`src/rtl/noc_output_arbiter_if.sv`:
```
// -----------------------------------------------------------------------------
// noc_output_arbiter_if
//   Bundles the requester-side FIFO signals and the downstream output
//   handshake of one router output port.
//
//   Signals:
//     req_data     NUM_REQ*FLIT_W  head-of-FIFO flits, requester i at [i*FLIT_W +: FLIT_W]
//     req_empty    NUM_REQ         FIFO empty flags
//     req_read     NUM_REQ         one-cycle FIFO read strobes
//     output_data  FLIT_W          flit presented downstream (0 when not valid)
//     output_req   1               output_data is valid
//     output_bussy 1               downstream cannot accept this cycle
//     grant        NUM_REQ         one-hot owner of the output, 0 when idle
//     err_flit     1               pulse when a stray/illegal flit is discarded
//
//   Modports:
//     master  arbiter side
//     slave   FIFO / downstream environment side
// -----------------------------------------------------------------------------
interface noc_output_arbiter_if #(
    parameter int unsigned NUM_REQ = 4,
    parameter int unsigned FLIT_W  = 16
);
    logic [NUM_REQ*FLIT_W-1:0] req_data;
    logic [NUM_REQ-1:0]        req_empty;
    logic [NUM_REQ-1:0]        req_read;
    logic [FLIT_W-1:0]         output_data;
    logic                      output_req;
    logic                      output_bussy;
    logic [NUM_REQ-1:0]        grant;
    logic                      err_flit;

    modport master (
        input  req_data, req_empty, output_bussy,
        output req_read, output_data, output_req, grant, err_flit
    );

    modport slave (
        output req_data, req_empty, output_bussy,
        input  req_read, output_data, output_req, grant, err_flit
    );
endinterface

```
`src/rtl/noc_output_arbiter.sv`:
```
// -----------------------------------------------------------------------------
// noc_output_arbiter
//   Packet-level arbiter sharing one router output among NUM_REQ input FIFOs.
//   Priority heads (type 001) beat regular heads (type 000); round-robin from
//   rr_ptr within a class. The grant is held from head to tail so packets never
//   interleave. Stray non-head flits seen while idle are discarded with err_flit.
//
//   Ports:
//     clk   in   rising-edge clock
//     rst   in   synchronous active-high reset
//     bus   noc_output_arbiter_if.master (FIFO heads/empties/reads, output
//           req/bussy/data, grant, err_flit)
//
//   Parameters: NUM_REQ (1..8), FLIT_W (type = [FLIT_W-1:FLIT_W-3]), AGE_LIMIT
//
//   Optional feature: define ARB_AGING_EN to add per-requester age counters
//   that promote a starved regular requester to the priority class once its
//   count reaches AGE_LIMIT.
// -----------------------------------------------------------------------------
module noc_output_arbiter #(
    parameter int unsigned NUM_REQ   = 4,
    parameter int unsigned FLIT_W    = 16,
    parameter int unsigned AGE_LIMIT = 8
) (
    input  logic                 clk,
    input  logic                 rst,
    noc_output_arbiter_if.master bus
);

    localparam int unsigned PTR_W = (NUM_REQ > 1) ? $clog2(NUM_REQ) : 1;

    if (NUM_REQ < 1 || NUM_REQ > 8 || AGE_LIMIT < 1) begin : g_bad_params
        $error("noc_output_arbiter: NUM_REQ or AGE_LIMIT out of range");
    end

    typedef enum logic {
        IDLE,
        SEND
    } state_t;

    state_t             r_state;
    logic [NUM_REQ-1:0] r_grant;
    logic [PTR_W-1:0]   r_gnt_idx;
    logic [PTR_W-1:0]   r_rr_ptr;

    logic [2:0]         w_type [NUM_REQ];
    logic [NUM_REQ-1:0] w_pri_vec;
    logic [NUM_REQ-1:0] w_reg_vec;
    logic [NUM_REQ-1:0] w_stray_vec;
    logic [NUM_REQ-1:0] w_stray_oh;
    logic [NUM_REQ-1:0] w_aged;
    logic [NUM_REQ-1:0] w_cand;
    logic               w_win_found;
    logic [PTR_W-1:0]   w_win_idx;
    logic [PTR_W-1:0]   w_scan;

    logic [FLIT_W-1:0]  w_gnt_flit;
    logic [2:0]         w_gnt_type;
    logic               w_valid;
    logic               w_xfer;
    logic               w_pkt_end;
    logic [PTR_W-1:0]   w_next_ptr;

    // Per-requester head classification.
    always_comb begin
        w_pri_vec   = '0;
        w_reg_vec   = '0;
        w_stray_vec = '0;
        for (int unsigned i = 0; i < NUM_REQ; i++) begin
            w_type[i]      = bus.req_data[i*FLIT_W + FLIT_W - 3 +: 3];
            w_pri_vec[i]   = !bus.req_empty[i] && (w_type[i] == 3'b001);
            w_reg_vec[i]   = !bus.req_empty[i] && (w_type[i] == 3'b000);
            w_stray_vec[i] = !bus.req_empty[i] && (w_type[i][2] || w_type[i][1]);
        end
    end

    // Isolate the lowest-index stray; only one discard per cycle.
    assign w_stray_oh = w_stray_vec & (~w_stray_vec + NUM_REQ'(1));

    // Aged regular requesters join the priority class.
    always_comb begin
        w_cand = ((w_pri_vec | w_aged) != '0) ? (w_pri_vec | w_aged) : w_reg_vec;
    end

    // First candidate at or above rr_ptr, wrapping.
    always_comb begin
        w_win_found = 1'b0;
        w_win_idx   = '0;
        w_scan      = '0;
        for (int unsigned k = 0; k < NUM_REQ; k++) begin
            w_scan = PTR_W'((32'(r_rr_ptr) + k) % NUM_REQ);
            if (!w_win_found && w_cand[w_scan]) begin
                w_win_found = 1'b1;
                w_win_idx   = w_scan;
            end
        end
    end

    // Granted FIFO view. Reset suppresses transfers so the rest of an
    // interrupted packet stays in the FIFO.
    assign w_gnt_flit = bus.req_data[32'(r_gnt_idx)*FLIT_W +: FLIT_W];
    assign w_gnt_type = w_gnt_flit[FLIT_W-1 -: 3];
    assign w_valid    = (r_state == SEND) && !bus.req_empty[r_gnt_idx] && !rst;
    assign w_xfer     = w_valid && !bus.output_bussy;
    // Illegal 1xx codes close the packet like a tail.
    assign w_pkt_end  = w_xfer && ((w_gnt_type == 3'b011) || w_gnt_type[2]);
    assign w_next_ptr = (r_gnt_idx == PTR_W'(NUM_REQ - 1)) ? '0 : r_gnt_idx + PTR_W'(1);

    always_comb begin
        bus.grant       = r_grant;
        bus.output_req  = w_valid;
        bus.output_data = w_valid ? w_gnt_flit : '0;
        bus.req_read    = '0;
        bus.err_flit    = 1'b0;
        if (r_state == SEND) begin
            bus.req_read = w_xfer ? r_grant : '0;
            bus.err_flit = w_xfer && w_gnt_type[2];
        end else if (!rst) begin
            bus.req_read = w_stray_oh;
            bus.err_flit = (w_stray_vec != '0);
        end
    end

    always_ff @(posedge clk) begin
        if (rst) begin
            r_state   <= IDLE;
            r_grant   <= '0;
            r_gnt_idx <= '0;
            r_rr_ptr  <= '0;
        end else begin
            case (r_state)
                IDLE: begin
                    if (w_win_found) begin
                        r_state   <= SEND;
                        r_gnt_idx <= w_win_idx;
                        r_grant   <= NUM_REQ'(1) << w_win_idx;
                    end
                end
                SEND: begin
                    if (w_pkt_end) begin
                        r_state  <= IDLE;
                        r_grant  <= '0;
                        r_rr_ptr <= w_next_ptr;
                    end
                end
                default: begin
                    r_state <= IDLE;
                    r_grant <= '0;
                end
            endcase
        end
    end

`ifdef ARB_AGING_EN
    localparam int unsigned AGE_W = $clog2(AGE_LIMIT + 1);

    logic [AGE_W-1:0] r_age [NUM_REQ];

    always_comb begin
        w_aged = '0;
        for (int unsigned i = 0; i < NUM_REQ; i++) begin
            w_aged[i] = w_reg_vec[i] && (r_age[i] == AGE_W'(AGE_LIMIT));
        end
    end

    // Counts arbitrations lost while holding an eligible regular head.
    always_ff @(posedge clk) begin
        for (int unsigned i = 0; i < NUM_REQ; i++) begin
            if (rst) begin
                r_age[i] <= '0;
            end else if (r_state == IDLE && w_win_found) begin
                if (32'(w_win_idx) == i) begin
                    r_age[i] <= '0;
                end else if (w_reg_vec[i] && r_age[i] != AGE_W'(AGE_LIMIT)) begin
                    r_age[i] <= r_age[i] + AGE_W'(1);
                end
            end
        end
    end
`else
    assign w_aged = '0;
`endif

endmodule

```
`src/flat_wrapper.sv`:
```
// flat-port wrapper written by rule: the top's interface ports become plain ports
module noc_output_arbiter_flat 
#(
    parameter int unsigned NUM_REQ   = 4,
    parameter int unsigned FLIT_W    = 16,
    parameter int unsigned AGE_LIMIT = 8
)
  (clk, rst, bus_req_data, bus_req_empty, bus_output_bussy, bus_req_read, bus_output_data, bus_output_req, bus_grant, bus_err_flit);
  noc_output_arbiter_if #(.NUM_REQ(NUM_REQ), .FLIT_W(FLIT_W)) bus_i ();
  input  logic clk;
  input  logic rst;
  input wire logic [$bits(bus_i.req_data)-1:0] bus_req_data;
  input wire logic [$bits(bus_i.req_empty)-1:0] bus_req_empty;
  input wire logic [$bits(bus_i.output_bussy)-1:0] bus_output_bussy;
  output wire logic [$bits(bus_i.req_read)-1:0] bus_req_read;
  output wire logic [$bits(bus_i.output_data)-1:0] bus_output_data;
  output wire logic [$bits(bus_i.output_req)-1:0] bus_output_req;
  output wire logic [$bits(bus_i.grant)-1:0] bus_grant;
  output wire logic [$bits(bus_i.err_flit)-1:0] bus_err_flit;
  assign bus_i.req_data = bus_req_data;
  assign bus_i.req_empty = bus_req_empty;
  assign bus_i.output_bussy = bus_output_bussy;
  assign bus_req_read = bus_i.req_read;
  assign bus_output_data = bus_i.output_data;
  assign bus_output_req = bus_i.output_req;
  assign bus_grant = bus_i.grant;
  assign bus_err_flit = bus_i.err_flit;
  noc_output_arbiter #(.NUM_REQ(NUM_REQ), .FLIT_W(FLIT_W), .AGE_LIMIT(AGE_LIMIT)) u_core (.clk(clk), .rst(rst), .bus(bus_i));
endmodule
```
`config.mk`:
```
export PLATFORM = sky130hd
export DESIGN_NAME = noc_output_arbiter_flat
export DESIGN_NICKNAME = d
export VERILOG_FILES = /design/src/rtl/noc_output_arbiter_if.sv /design/src/rtl/noc_output_arbiter.sv /design/src/flat_wrapper.sv
export SDC_FILE = /design/constraint.sdc
export NUM_CORES = 1
export LEC_CHECK = 0
export ABC_CLOCK_PERIOD_IN_PS = 2140
export BUFFER_PORTS_ARGS = -buffer_cell sky130_fd_sc_hd__buf_2
export CORE_MARGIN = 5
export CORE_UTILIZATION = 37
export CTS_CLUSTER_DIAMETER = 60
export DETAILED_ROUTE_END_ITERATION = 6
export HOLD_SLACK_MARGIN = 0.03
export PLACE_DENSITY = 0.76
export SLEW_MARGIN = 30
export SYNTH_ARGS = -nofsm -noshare
export SYNTH_HDL_FRONTEND = slang
export SYNTH_SLANG_ARGS = --single-unit
export TNS_END_PERCENT = 100
```
`constraint.sdc`:
```
create_clock -name clk -period 2.14 [get_ports clk]
set_input_delay 0.428 -clock clk [delete_from_list [all_inputs] [get_ports clk]]
set_output_delay 0.428 -clock clk [all_outputs]
set_load 0.05 [all_outputs]
```
; ---- Yosys cells after proc, flatten, opt, wreduce, memory -nomap -nowiden
; Index checks and enable logic that the tools add are counted.
[word_totals]
word_cells = 103
register_bits = 9
out_inout_bits = 26
inputBits = 71
[classes]
reduce_logical = 44
order_cmp = 5
n_eq_ne = 8
mux = 32
shifts = 2
addsub = 5
bitwise_logic = 3
[ops]
columns = cell, count
row1 = variable part select 64 x 7 -> 16 bit, 1
row2 = two-way mux 4 bit, 6
row3 = logical AND 1 bit, 20
row4 = two-way mux 16 bit, 1
row5 = "less-than comparator 2 x 3 -> 1 bit, second input constant", 5
row6 = two-way mux 1 bit, 13
row7 = "equality test 3 x 1 -> 1 bit, second input constant", 4
row8 = logical NOT 3 bit, 4
row9 = binary-select mux 1 bit (select 2 bit), 5
row10 = logical NOT 1 bit, 10
row11 = two-way mux 2 bit, 5
row12 = case mux 4 bit (2 select lines), 1
row13 = nonzero test 4 bit, 2
row14 = AND reduction 2 bit, 3
row15 = logical OR 1 bit, 5
row16 = "adder 2 x 1 -> 2 bit, second input constant", 2
row17 = "adder 2 bit, second input constant", 2
row18 = "adder 4 x 1 -> 4 bit, second input constant", 1
row19 = bitwise AND 4 bit, 1
row20 = NOT 4 bit, 1
row21 = "<< shifter 1 x 2 -> 4 bit, first input constant", 1
row22 = "equality test 3 x 2 -> 1 bit, second input constant", 1
row23 = "equality test 2 bit, second input constant", 1
row24 = "!= test 2 x 1 -> 1 bit, second input constant", 1
row25 = other kinds (3), 3

; ---- Depth between registers and ports, before layout
[logic_depth]
depth_word = 19
ltp_mapped = 7
depth_no_buf = 7

; ---- Least setup slack after synthesis
; Ideal clock, no wire load.
[synth_path]
kind = register to output
startpoint = register u_core.r_gnt_idx[0]
endpoint = output port bus_err_flit
setup_slack_ns = -0.692
arrival_ns = 2.404
n_path_buf = 1
t_required_ns = 1.712
stages_incl_launch_ff = 8
cell_sequence = dfxtp_1 > buf_6 > mux2i_1 > nor2_1 > a2111o_1 > inv_2 > nand2_1 > o211ai_1
[synth_via]
elab_chain_cells = 8
word_cells_on_any_way = 9
classes_between = shift: 1 / mux: 3 / reduce/logical: 5
[synth_rtl]
columns = item, line
row1 = "start, declared", noc_output_arbiter.sv:43  ; logic [PTR_W-1:0] r_gnt_idx;
row2 = "start signal, assigned", noc_output_arbiter.sv:135  ; r_gnt_idx <= w_win_idx;
row3 = binary-select mux 1 bit (select 2 bit), noc_output_arbiter.sv:103  ; assign w_valid = (r_state == SEND) && !bus.req_empty[r_gnt_idx] && !rst;
row4 = two-way mux 1 bit (implied by the code), noc_output_arbiter.sv:103
row5 = logical NOT 1 bit, noc_output_arbiter.sv:103
row6 = logical AND 1 bit (2 in series), noc_output_arbiter.sv:103
row7 = net bus_output_req, flat_wrapper.sv:17  ; output wire logic [$bits(bus_i.output_req)-1:0] bus_output_req;
row8 = logical AND 1 bit, noc_output_arbiter.sv:104  ; assign w_xfer = w_valid && !bus.output_bussy;
row9 = logical AND 1 bit, noc_output_arbiter.sv:117  ; bus.err_flit = w_xfer && w_gnt_type[2];
row10 = two-way mux 1 bit, noc_output_arbiter.sv:115  ; if (r_state == SEND) begin
row11 = "end, declared", flat_wrapper.sv:19  ; output wire logic [$bits(bus_i.err_flit)-1:0] bus_err_flit;
; The timed path passes the listed nets, and every way through them passes these cells. The select of a mux whose other input is x is not followed.

; ---- Worst setup path after layout
[layout_path]
startpoint = register u_core.r_gnt_idx[0]
endpoint = output port bus_err_flit
[layout_via]
elab_chain_cells = 8
word_cells_on_any_way = 9
classes_between = shift: 1 / mux: 3 / reduce/logical: 5
[layout_rtl]
columns = item, line
row1 = "parallel branches: the longest is 6 deep, another holds variable part select 64 x 7 -> 16 bit", n/a
row2 = logical AND 1 bit (*), noc_output_arbiter.sv:117
row3 = two-way mux 1 bit (*), noc_output_arbiter.sv:115
; Every way passes the cells marked *. The select of a mux whose other input is x is not followed.

==> results.cfg <==
[drt]
vias = 1724
drc = 0
wirelength_mm = 5.82
routedWlPerCell_um = 18.8
ant_nets = 0
first_pass_iters = 4
drt_iter0_markers = 65
via_per_inst = 5.58

[cells_and_area]
num_antenna_cells = 0
area_growth_pct = 81.0
layout_common_cells = buf_2, buf_4, mux4_2
design_area_um2 = 2360
layout-drive-gt1-share_pct = 72.6
nNetsFinal = 336
final_common_cell = buf_2
fin_cells = 309
utilization_pct = 69.8

[sta]
period_share_pct = 116
post-route-min-period_ns = 2.49
setup_viol_count_final = 26
slew_headroom_pct = 43.0
fmax_ghz = 0.402
worst_pin_slew_ns = 0.847
hold_viol_final = 0
skew_ns = 0.00506
setup_ws_ns = -0.346
rsz0062_at_grt = yes
finalMaxSlewViolations = 0
setup_tns_ns = -5.25

[placed_design]
routabilityCongestion = 0.957
port_buffers = 96
dpl_worst_slack_ns = -0.276
dpl-instance-area_um2 = 2150
hpwl_mm = 4.34
place_inst = 303

[global_route]
grt_max_degree = 18
overflow = 0
grt_util_all_layers_pct = 22.9
antenna_found_initial = 0
grt_pass1_vias = 1768
grt_pass1_wl_mm = 8.94

[flow_run]
max_cap_viol_count = 0

[power_and_ir_drop]
leakagePower_nw = 1.08
p_per_area_nw_per_um2 = 350
peakVddDrop_mv = 0.287

[die]
io_pins = 97
dieArea_um2 = 4820
core_um2 = 3390
die_h_um = 69.4
initial_utilization_pct = 38.5
die-width_um = 69.4
num_rows = 21

[clock_tree]
htree_num_levels = 1
clock_latency_ns = 0.26
clkSinkCount = 9
hold_buffers = 0
numCtsBuffers = 3
clk_pin_slew_worst_paths_ns = 0.06
clk_path_buf_depth = 2
cts_tree = built
cts-root-buf = clkbuf_4

[setup_path]
worst-path-max-fanout = 3
end_kind = output port
arrival_ns = 2.06
cp_data_required_time_ns = 1.71
crit_type = reg2out
setup.worst_path.start_class = register

[status]
status = finished, violations left
violations = negative setup slack

[yosys]
synth_nets = 207
synth_enable_flop_cells = 0
synth.top_cell.area_share_pct = 27.6
synth-seq-area-share_pct = 13.8
synth_area_um2 = 1310
synth_ff_type = dfxtp_1
syn_inst = 135
avgSynthCellArea_um2 = 9.68
synth_area_leaders = mux4_2, dfxtp_1, nor2b_1
async_flop_share_pct = 0
synth.distinct_cells = 49
synth_top_cell_by_area = mux4_2
ys_seq_elements = 9
ys.warnings.count = 0

[hold_path]
hold_class = reg2reg
-- final cells by class --
class | instances | area (µm²)
fillers | 239 | 1020
repair buffers | 131 | 867
multi-input cells | 114 | 1210
well taps | 46 | 57.6
flip-flops and latches | 9 | 184
clock buffers | 4 | 26.3
inverters | 5 | 23.8
-- power breakdown --
part           switching [mW]  leakage, nW  total, mW  internal [mW]
sequential             0.0111       0.0741      0.189          0.178
combinational           0.256        0.989      0.508          0.252
clock                  0.0597       0.0150      0.132         0.0719
-- worst max-delay path, stage by stage, from the launching register on --
cell      delay [ns]
dfxtp_4         0.37
buf_6           0.10
mux2i_2         0.22
nor2_1          0.06
a2111o_1        0.37
buf_6           0.15
inv_4           0.04
nand2_2         0.05
o211ai_1        0.20
buf_4           0.24
-- layer usage --
layer / global-route usage, % / up-vias / wire, µm / part of all wire, %
met5: 0 / - / 0 / 0
met4: 4.77 / 0 / 114 / 2.0
met3: 5.36 / 12 / 597 / 10
met2: 40.8 / 110 / 2900 / 50
met1: 27.9 / 821 / 2210 / 38
li1: - / 781 / - / -
-- worst paths after layout --
kind,startpoint,end,slack [ns],cells after the start
min reg2reg,u_core.bus.grant[3],u_core.bus.grant[3],0.52,2
max reg2reg,u_core.r_gnt_idx[0],u_core.r_rr_ptr[1],-0.05,9
min,u_core.bus.grant[3],u_core.bus.grant[3],0.52,2
max,u_core.r_gnt_idx[0],bus_err_flit,-0.35,9
-- Yosys cell counts, drive strengths merged (2+ instances only) --
| cell type | n |
|---|---|
| a22o | 3 |
| a21oi | 4 |
| nor3 | 9 |
| nand3b | 2 |
| o21ai | 7 |
| nor2 | 15 |
| mux2i | 4 |
| or4b | 5 |
| clkbuf | 3 |
| dfxtp | 9 |
| buf | 4 |
| mux4 | 16 |
| nor4 | 2 |
| nand2 | 10 |
| nor2b | 16 |
| inv | 4 |
-- state kept, by name, summed over array words and instances, names as in the netlist --
name and flops:
u_core.r_state 1, u_core.r_gnt_idx 2, u_core.bus.grant 4, u_core.r_rr_ptr 2
-- kinds of logic (layout without fill, tap and decap cells) --
kind of cell             after synthesis  after routing  share of synthesized area [%]
AO/OA/AOI/OAI                         24             24                           14.9
buffers and inverters                 12            140                           4.79
multiplexers                          21             21                           31.5
AND/OR/NAND/NOR                       68             68                           34.0
flip-flops                             9              9                           13.8
adder cells (fa/ha/maj)                1              1                          0.958
-- stage by stage --
step	total power, mW	hold slack [ns]
2_1_floorplan	0.480	0.518
3_3_place_gp	0.643	0.501
3_5_place_dp	0.653	0.507
4_1_cts	0.818	0.519
5_1_grt	0.871	0.548
6_report	0.829	0.521
-- timing repair --
| action | CTS | global route |
|---|---|---|
| resized for setup | 42 | 11 |
| buffers inserted | 3 | 0 |
| setup endpoints to repair | 28 | 29 |
| hold endpoints to repair | 0 | 0 |
| pin swaps | 2 | 3 |
Power figures use the tool's default switching activity.
